==> src/rtl/seg7_scan.sv <==
// Time-multiplexed driver for a 4-digit common-anode seven-segment display.
// Inputs are shadowed once per frame so a digit never changes mid-frame.
module seg7_scan #(
  parameter int SLOT_CYCLES  = 50000,
  parameter int BLANK_CYCLES = 16
) (
  input  logic        clk,
  input  logic        rst_n,
  input  logic [15:0] data,
  input  logic [3:0]  dp_in,
  input  logic [3:0]  blank,
  output logic [3:0]  an,
  output logic [6:0]  seg,
  output logic        dp,
  output logic        frame_done
);

  localparam int CNT_W = (SLOT_CYCLES > 1) ? $clog2(SLOT_CYCLES) : 1;
  localparam logic [CNT_W-1:0] CNT_LAST  = CNT_W'(SLOT_CYCLES - 1);
  localparam logic [CNT_W-1:0] CNT_BLANK = CNT_W'(BLANK_CYCLES);

  // Active-low {g,f,e,d,c,b,a} hex glyphs.
  function automatic logic [6:0] hex_decode(input logic [3:0] nib);
    logic [6:0] s;
    case (nib)
      4'h0: s = 7'h40;  4'h1: s = 7'h79;  4'h2: s = 7'h24;  4'h3: s = 7'h30;
      4'h4: s = 7'h19;  4'h5: s = 7'h12;  4'h6: s = 7'h02;  4'h7: s = 7'h78;
      4'h8: s = 7'h00;  4'h9: s = 7'h10;  4'hA: s = 7'h08;  4'hB: s = 7'h03;
      4'hC: s = 7'h46;  4'hD: s = 7'h21;  4'hE: s = 7'h06;  default: s = 7'h0E;
    endcase
    return s;
  endfunction

  logic [CNT_W-1:0] cnt_p0, cnt_nxt;
  logic [1:0]       idx_p0, idx_nxt;
  logic [15:0]      sh_data_p0, sh_data_nxt;
  logic [3:0]       sh_dp_p0, sh_dp_nxt;
  logic [3:0]       sh_blank_p0, sh_blank_nxt;
  logic             wrap, cap, en;
  logic [3:0]       nib;
  logic [3:0]       an_nxt;
  logic [6:0]       seg_nxt;
  logic             dp_nxt;

  always_comb begin
    wrap         = (cnt_p0 == CNT_LAST);
    cap          = wrap && (idx_p0 == 2'd3);
    cnt_nxt      = wrap ? '0 : cnt_p0 + 1'b1;
    idx_nxt      = wrap ? idx_p0 + 2'd1 : idx_p0;
    sh_data_nxt  = cap ? data  : sh_data_p0;
    sh_dp_nxt    = cap ? dp_in : sh_dp_p0;
    sh_blank_nxt = cap ? blank : sh_blank_p0;
    // Outputs are registered from the next state so they line up with the
    // state register: the capture cycle is the first blanking cycle of digit 0.
    nib     = sh_data_nxt[{idx_nxt, 2'b00} +: 4];
    en      = (cnt_nxt >= CNT_BLANK) && !sh_blank_nxt[idx_nxt];
    an_nxt  = 4'hF;
    seg_nxt = 7'h7F;
    dp_nxt  = 1'b1;
    if (en) begin
      an_nxt  = ~(4'b0001 << idx_nxt);
      seg_nxt = hex_decode(nib);
      dp_nxt  = ~sh_dp_nxt[idx_nxt];
    end
  end

  // Stage p0: scan state and shadow; stage p1: display outputs.
  always_ff @(posedge clk) begin
    if (!rst_n) begin
      cnt_p0      <= '0;
      idx_p0      <= 2'd0;
      sh_data_p0  <= 16'h0000;
      sh_dp_p0    <= 4'h0;
      sh_blank_p0 <= 4'hF;
      an          <= 4'hF;
      seg         <= 7'h7F;
      dp          <= 1'b1;
      frame_done  <= 1'b0;
    end else begin
      cnt_p0      <= cnt_nxt;
      idx_p0      <= idx_nxt;
      sh_data_p0  <= sh_data_nxt;
      sh_dp_p0    <= sh_dp_nxt;
      sh_blank_p0 <= sh_blank_nxt;
      an          <= an_nxt;
      seg         <= seg_nxt;
      dp          <= dp_nxt;
      frame_done  <= cap;
    end
  end

endmodule

==> config.mk <==
export PLATFORM = sky130hd
export DESIGN_NAME = seg7_scan
export DESIGN_NICKNAME = d
export VERILOG_FILES = /design/src/rtl/seg7_scan.sv
export SDC_FILE = /design/constraint.sdc
export NUM_CORES = 1
export LEC_CHECK = 0
export CORE_MARGIN = 2
export CORE_UTILIZATION = 54
export CTS_CLUSTER_DIAMETER = 60
export DETAILED_ROUTE_END_ITERATION = 16
export GPL_ROUTABILITY_DRIVEN = 0
export PLACE_DENSITY = 0.8
export SYNTH_ARGS = -nofsm -noshare
export SYNTH_HDL_FRONTEND = slang
export SYNTH_SLANG_ARGS = --single-unit
==> constraint.sdc <==
create_clock -name clk -period 3.1 [get_ports clk]
set_input_delay 0.93 -clock clk [delete_from_list [all_inputs] [get_ports clk]]
set_output_delay 0.93 -clock clk [all_outputs]
set_load 0.02 [all_outputs]
* Word-level counts from Yosys, hierarchy flattened
Memories as Yosys holds them, arrays and structs flattened. A register that Yosys moved wholly into a read port is not among the register bits.
Index checks and enable logic that the tools add are counted.
** Word-level totals
- Word-level logic and storage cells :: 33
- Memories kept :: 1
- Bits in registers :: 48
- Output and inout port bits :: 13
- Bits in read-only memories :: 112
** Cells by class
- $lt $le $gt $ge :: 2
- Reduce and logical (&&, ||, !) cells :: 5
- Mux-type cells :: 9
- $add $sub $neg :: 2
- Shifts and indexed selects :: 2
- Equal/unequal tests :: 2
- Bitwise logic cells :: 2
** Memory list
- (no name shown) :: words 16, bits a word 7, rd ports 1, clocked after Yosys merged registers in 1, wr ports 0, RTL line 25 : case (nib)
** Operator list (number)
- $mux W16 :: 2
- $add A16 B1 Y16 const B :: 1
- $eq A16 B16 Y1 const B :: 1
- $ge A16 B5 Y1 const B :: 1
- $shiftx A16 B5 Y4 :: 1
- $mux W4 :: 2
- $bmux W1 S2 :: 2
- $not A4 Y4 :: 1
- $shl A1 B2 Y4 const A :: 1
- $lt A2 B3 Y1 const B :: 1
- $add A2 B1 Y2 const B :: 1
- $eq A2 B2 Y1 const B :: 1
- $logic_and A1 B1 Y1 :: 2
- $logic_not A1 Y1 :: 2
- $mux W1 :: 2
- $mux W2 :: 1
- $reduce_and A2 Y1 :: 1
- $not A1 Y1 :: 1

* Longest topological paths before layout
- Word-level depth :: 9
- Mapped depth :: 13
- Gate-level depth less buffers :: 11

* Worst setup path before layout
No wires, ideal clock.
- Kind :: reg2reg
- Start point :: register cnt_p0[0]
- End point :: register seg[3]
- Path buffers :: 1
- Stages on the path, launching flop included :: 13
- Setup slack :: 0.373 ns
- Arrival time :: 2.608 ns
- Data required time :: 2.981 ns
- Path through :: dfxtp_1 ha_1 and3_1 buf_2 nand4_4 mux2_2 nor2_1 nor4_2 inv_1 ha_1 mux2i_1 and2_0 o21ai_1
** On the way
- Word-level cells in the longest chain between the ends :: 9
** RTL lines
- from (decl) :: RTL line 34 : logic [CNT_W-1:0] cnt_p0, cnt_nxt;
- from (signal assigned) :: RTL line 80 : cnt_p0 <= cnt_nxt;
- branches (longest 9 deep; another with $add A16 B1 Y16)
- to (decl) :: RTL line 13 : output logic [6:0] seg,
Several ways; the timed one is not identified. The select of a mux whose other input is x is not followed.
A chain may end at the register's enable or synchronous reset.

* Worst setup path after layout
Ends and elaborated chain as after synthesis.

==> summary by stage <==
Outcome
The run finished with clean final reports.

Logic synthesis
The number of library cell types mapped by synthesis is 51. The share of the yosys chip area belonging to registers is 39.43%. The multiplexer fraction of the synthesized cell area is 13.98%. The synthesized netlist devotes 25.99% of its cell area to simple gates. The synthesized netlist devotes 8.244% of its cell area to compound gates.

The Yosys warning count is 0. The synthesized design contains 0 enable-type register cells. The synthesized netlist devotes 3.584% of its cell area to adder and majority cells. The proportion of netlist area held by the largest area contributor is 39.43%.

The post-synthesis register bit count is 55. The synthesized design spends more area on one cell type than any other, namely sky130_fd_sc_hd__dfxtp_1. The cell with the most instances after synthesis is sky130_fd_sc_hd__dfxtp_1. Yosys attributes the largest share of cell area to sky130_fd_sc_hd__dfxtp_1, sky130_fd_sc_hd__mux2i_1, sky130_fd_sc_hd__nor2_1. The netlist area before placement is 2793 sq um.

Counting flops with an async set or reset pin after synthesis yields a share of 0%. By count the netlist is led by sky130_fd_sc_hd__dfxtp_1, sky130_fd_sc_hd__nor2_1, sky130_fd_sc_hd__mux2i_1. The most used flip-flop cell after synthesis is sky130_fd_sc_hd__dfxtp_1.

The cell count after synthesis came out at 288. The net count after synthesis is 322. After synthesis, the largest family of logic cells by area is simple AND/OR/NAND/NOR gates. After synthesis, the mean cell area works out to 9.697 sq um. Of the total synthesized cell area, the portion taken by XOR and XNOR cells is 4.077%.

Global route
The via count of the first global-routing pass came to 2119. The total overflow left after global routing is 0. The initial antenna violation count is 0.

The largest net degree at the start of global routing is 30. The global routing usage summed across all routing layers is 20.07%. The first global-routing pass estimated 9549 um of wire.

STA
The count of endpoints failing hold in the final timing report is 0. At the pin with the least slew margin, the transition time is 550.6 ps. The routed design could run at a clock period as short as 2820 ps. Summed over all failing endpoints, the final setup total negative slack is 0 ps. The setup clock skew after layout is 8.404 ps. The final critical path takes up 90.97% of the cycle. The highest attainable clock frequency is 354.6 MHz. The max-slew violation total from the final report is 0. Measured against its own limit, the worst slew margin works out to 62.95%. Setup repair after global routing left no endpoint under its margin.

The final-report setup violation count is 0.

Power and ir drop
Net switching is 21.97% of the power. The register share of total power is 61.9%. For this design the ratio of total power to cell area is 337.8 nW/um^2. The internal power summed over all cells is 899.3 uW. The part of the power in the clock network is 33.8%. Across the VDD grid, the largest voltage drop is 0.2849 mV. Total power for the finished layout comes to 1.153 mW. The net switching power is 253.3 uW. The cell leakage power is 1.449 nW. Combinational cells account for 4.3% of the total power.

Critical path
For the worst setup path, the data arrival time is 3030 ps. In this design, the stage delay of the slowest critical-path cell is 450 ps. The worst setup path is captured at a register.

The worst setup path is launched from a register. In this run the worst path has a maximum fanout of 8. Setup slack on the worst reg-to-reg path comes out at 280 ps. Walking the worst path, the cells encountered are ha_1, and3_2, nand4_4, mux2_2, nor2_1, or3_1, inv_1, ha_1, nor2_1, a211oi_1, o21ai_1. At the worst endpoint, the required time is 3310 ps. By startpoint and endpoint, the worst setup path is classified as register to register. The slowest stage of the critical path is the sky130_fd_sc_hd__or3_1 cell.

Clocking
The clock sink total is 55. The clock-pin slew of the registers on the worst-case setup and hold paths is 100 ps. Counting the buffers created by CTS gives 5.

For the worst-skew pair, the clock arrives at the later sink with an insertion delay of 310 ps. The H-tree depth is 2. The quantity of hold-fixing buffers added after cts is 0. The clock tree from TritonCTS is yes. The longest clock path from root to sink contains 2 buffers.

The cell sitting at the root of the clock tree is a sky130_fd_sc_hd__clkbuf_8.

Flow run
The max-cap violation count is 0.

Final layout
The number of antenna diodes in the final layout is 0. The area used by multi-input combinational logic is 1569 sq um. For this run, the post-layout net count is 371. The final standard cell count with taps included and fillers excluded is 408. The area growth from synthesis to layout is 22.18%.

Cells with a size suffix above 1 make up 15.09% of the layout. The filler cell count is 400. The sequential cells in the finished layout cover a total of 1101 sq um.

Routing
Using the TritonRoute via totals, the vias-per-cell ratio works out to 5.407. The number of search-and-repair iterations in the first detailed-routing pass is 5. Detailed routing inserted a total of 2206 vias. The antenna violation net count after detailed routing is 0.

In the routed design, unresolved DRC markers number 0. The first routing iteration left 165 violations. The wire length reported by the detailed router is 5618 um. In the final routed layout, each cell accounts on average for 13.77 um.

Placed design
The count of buffers inserted at the top-level ports is 38. Counting tap cells, the placed design contains a total of 394 instances. Summed over all nets, the half-perimeter wirelength after detailed placement is 4259 um.

Floorplanning
The number of placement rows is 26. For this design the top-level I/O count stands at 39. The core region is 5042 sq um. The initial core utilization is 55.38%. The floorplan step set the die width to 75.92 um. The die span in y is 75.92 um. The full die area is 5763 sq um.

Hold path
The class of the tightest hold or removal check is register to register.
kinds of logic after synthesis:
family | count (synthesis)
buf+inv | 23
flops | 55
simple gates | 124
fa+ha+maj | 8
compound gates | 29
mux | 36
xor+xnor | 13
power by group through the flow:
| stage | registers, mW | clock network, mW | logic (mW) |
|---|---|---|---|
| detailed placement | 0.730 | 0 | 0.0493 |
| floorplan | 0.729 | 0 | 0.0122 |
| global route | 0.715 | 0.423 | 0.0536 |
| finish | 0.714 | 0.390 | 0.0490 |
| CTS | 0.714 | 0.395 | 0.0494 |
| global placement | 0.730 | 0 | 0.0488 |
cells in the final DEF, fill, tap and decap left out, types with 4 or more instances in the layout:
| master | count |
|---|---|
| sky130_fd_sc_hd__clkbuf_8 | 5 |
| sky130_fd_sc_hd__nand4_1 | 6 |
| sky130_fd_sc_hd__xnor2_1 | 6 |
| sky130_fd_sc_hd__ha_1 | 8 |
| sky130_fd_sc_hd__mux2i_1 | 29 |
| sky130_fd_sc_hd__nand3_1 | 8 |
| sky130_fd_sc_hd__o211ai_1 | 5 |
| sky130_fd_sc_hd__dfxtp_1 | 55 |
| sky130_fd_sc_hd__nand2b_1 | 9 |
| sky130_fd_sc_hd__nor2_1 | 52 |
| sky130_fd_sc_hd__inv_1 | 8 |
| sky130_fd_sc_hd__xor2_1 | 7 |
| sky130_fd_sc_hd__o22ai_1 | 4 |
| sky130_fd_sc_hd__clkdlybuf4s50_1 | 38 |
| sky130_fd_sc_hd__buf_4 | 18 |
| sky130_fd_sc_hd__nand2_1 | 19 |
cell type report:
cell class	count	area share (%)
timing repair buffer	57	15.69
inverter	8	0.8801
clock inverter	3	0.5867
multi-input combinational	210	45.98
clock buffer	5	2.017
tap	70	2.567
sequential	55	32.27
sequential cells by signal (all words and copies together) (netlist names):
register and cells:
an 4, cnt_p0 16, dp 1, frame_done 1, idx_p0 2, seg 7, sh_blank_p0 4, sh_data_p0 16
sh_dp_p0 4
per-stage QoR:
stage | worst slack (ps) | utilization [%] | area (sq um) | hold slack (ps)
finish | 280.0 | 67.67 | 3412 | 501.8
floorplan | 373.1 | - | 2793 | 440.7
CTS | 122.2 | 66.35 | 3346 | 507.1
global route | 4.879 | 67.67 | 3412 | 527.1
detailed placement | 142.9 | 64.59 | 3257 | 485.0
global placement | 289.0 | 64.59 | 3257 | 469.7
worst max-delay path, delay by kind of cell, from the launching register on:
family	cells	cell delay, ps
AND/OR/NAND/NOR	5	1070
flip-flops	1	420
adder cells (fa/ha/maj)	2	390
multiplexers	1	370
AO/OA/AOI/OAI	2	330
buffers and inverters	1	140
routing by layer:
metal | vias to the layer above | share of wire, % | GRT usage (%)
li1 | 1104 | - | -
met1 | 1022 | 44 | 25.19
met2 | 72 | 50 | 35.98
met3 | 8 | 4.5 | 2.738
met4 | 0 | 1.3 | 5.818
met5 | - | 0 | 0
repair_timing:
item / CTS / global route
resized for setup: 0 / 3
buffers inserted: 0 / 6
endpoints found under the setup margin: 0 / 4
final timing paths:
check | start | to | cells after the start
max | cnt_p0[0]$_SDFF_PN0_ | seg[3]$_SDFF_PN1_ | 11
max reg2reg | cnt_p0[0]$_SDFF_PN0_ | seg[3]$_SDFF_PN1_ | 11
min reg2reg | sh_dp_p0[3]$_SDFF_PN0_ | sh_dp_p0[3]$_SDFF_PN0_ | 2
min | sh_dp_p0[3]$_SDFF_PN0_ | sh_dp_p0[3]$_SDFF_PN0_ | 2
Power figures use the tool's default switching activity.
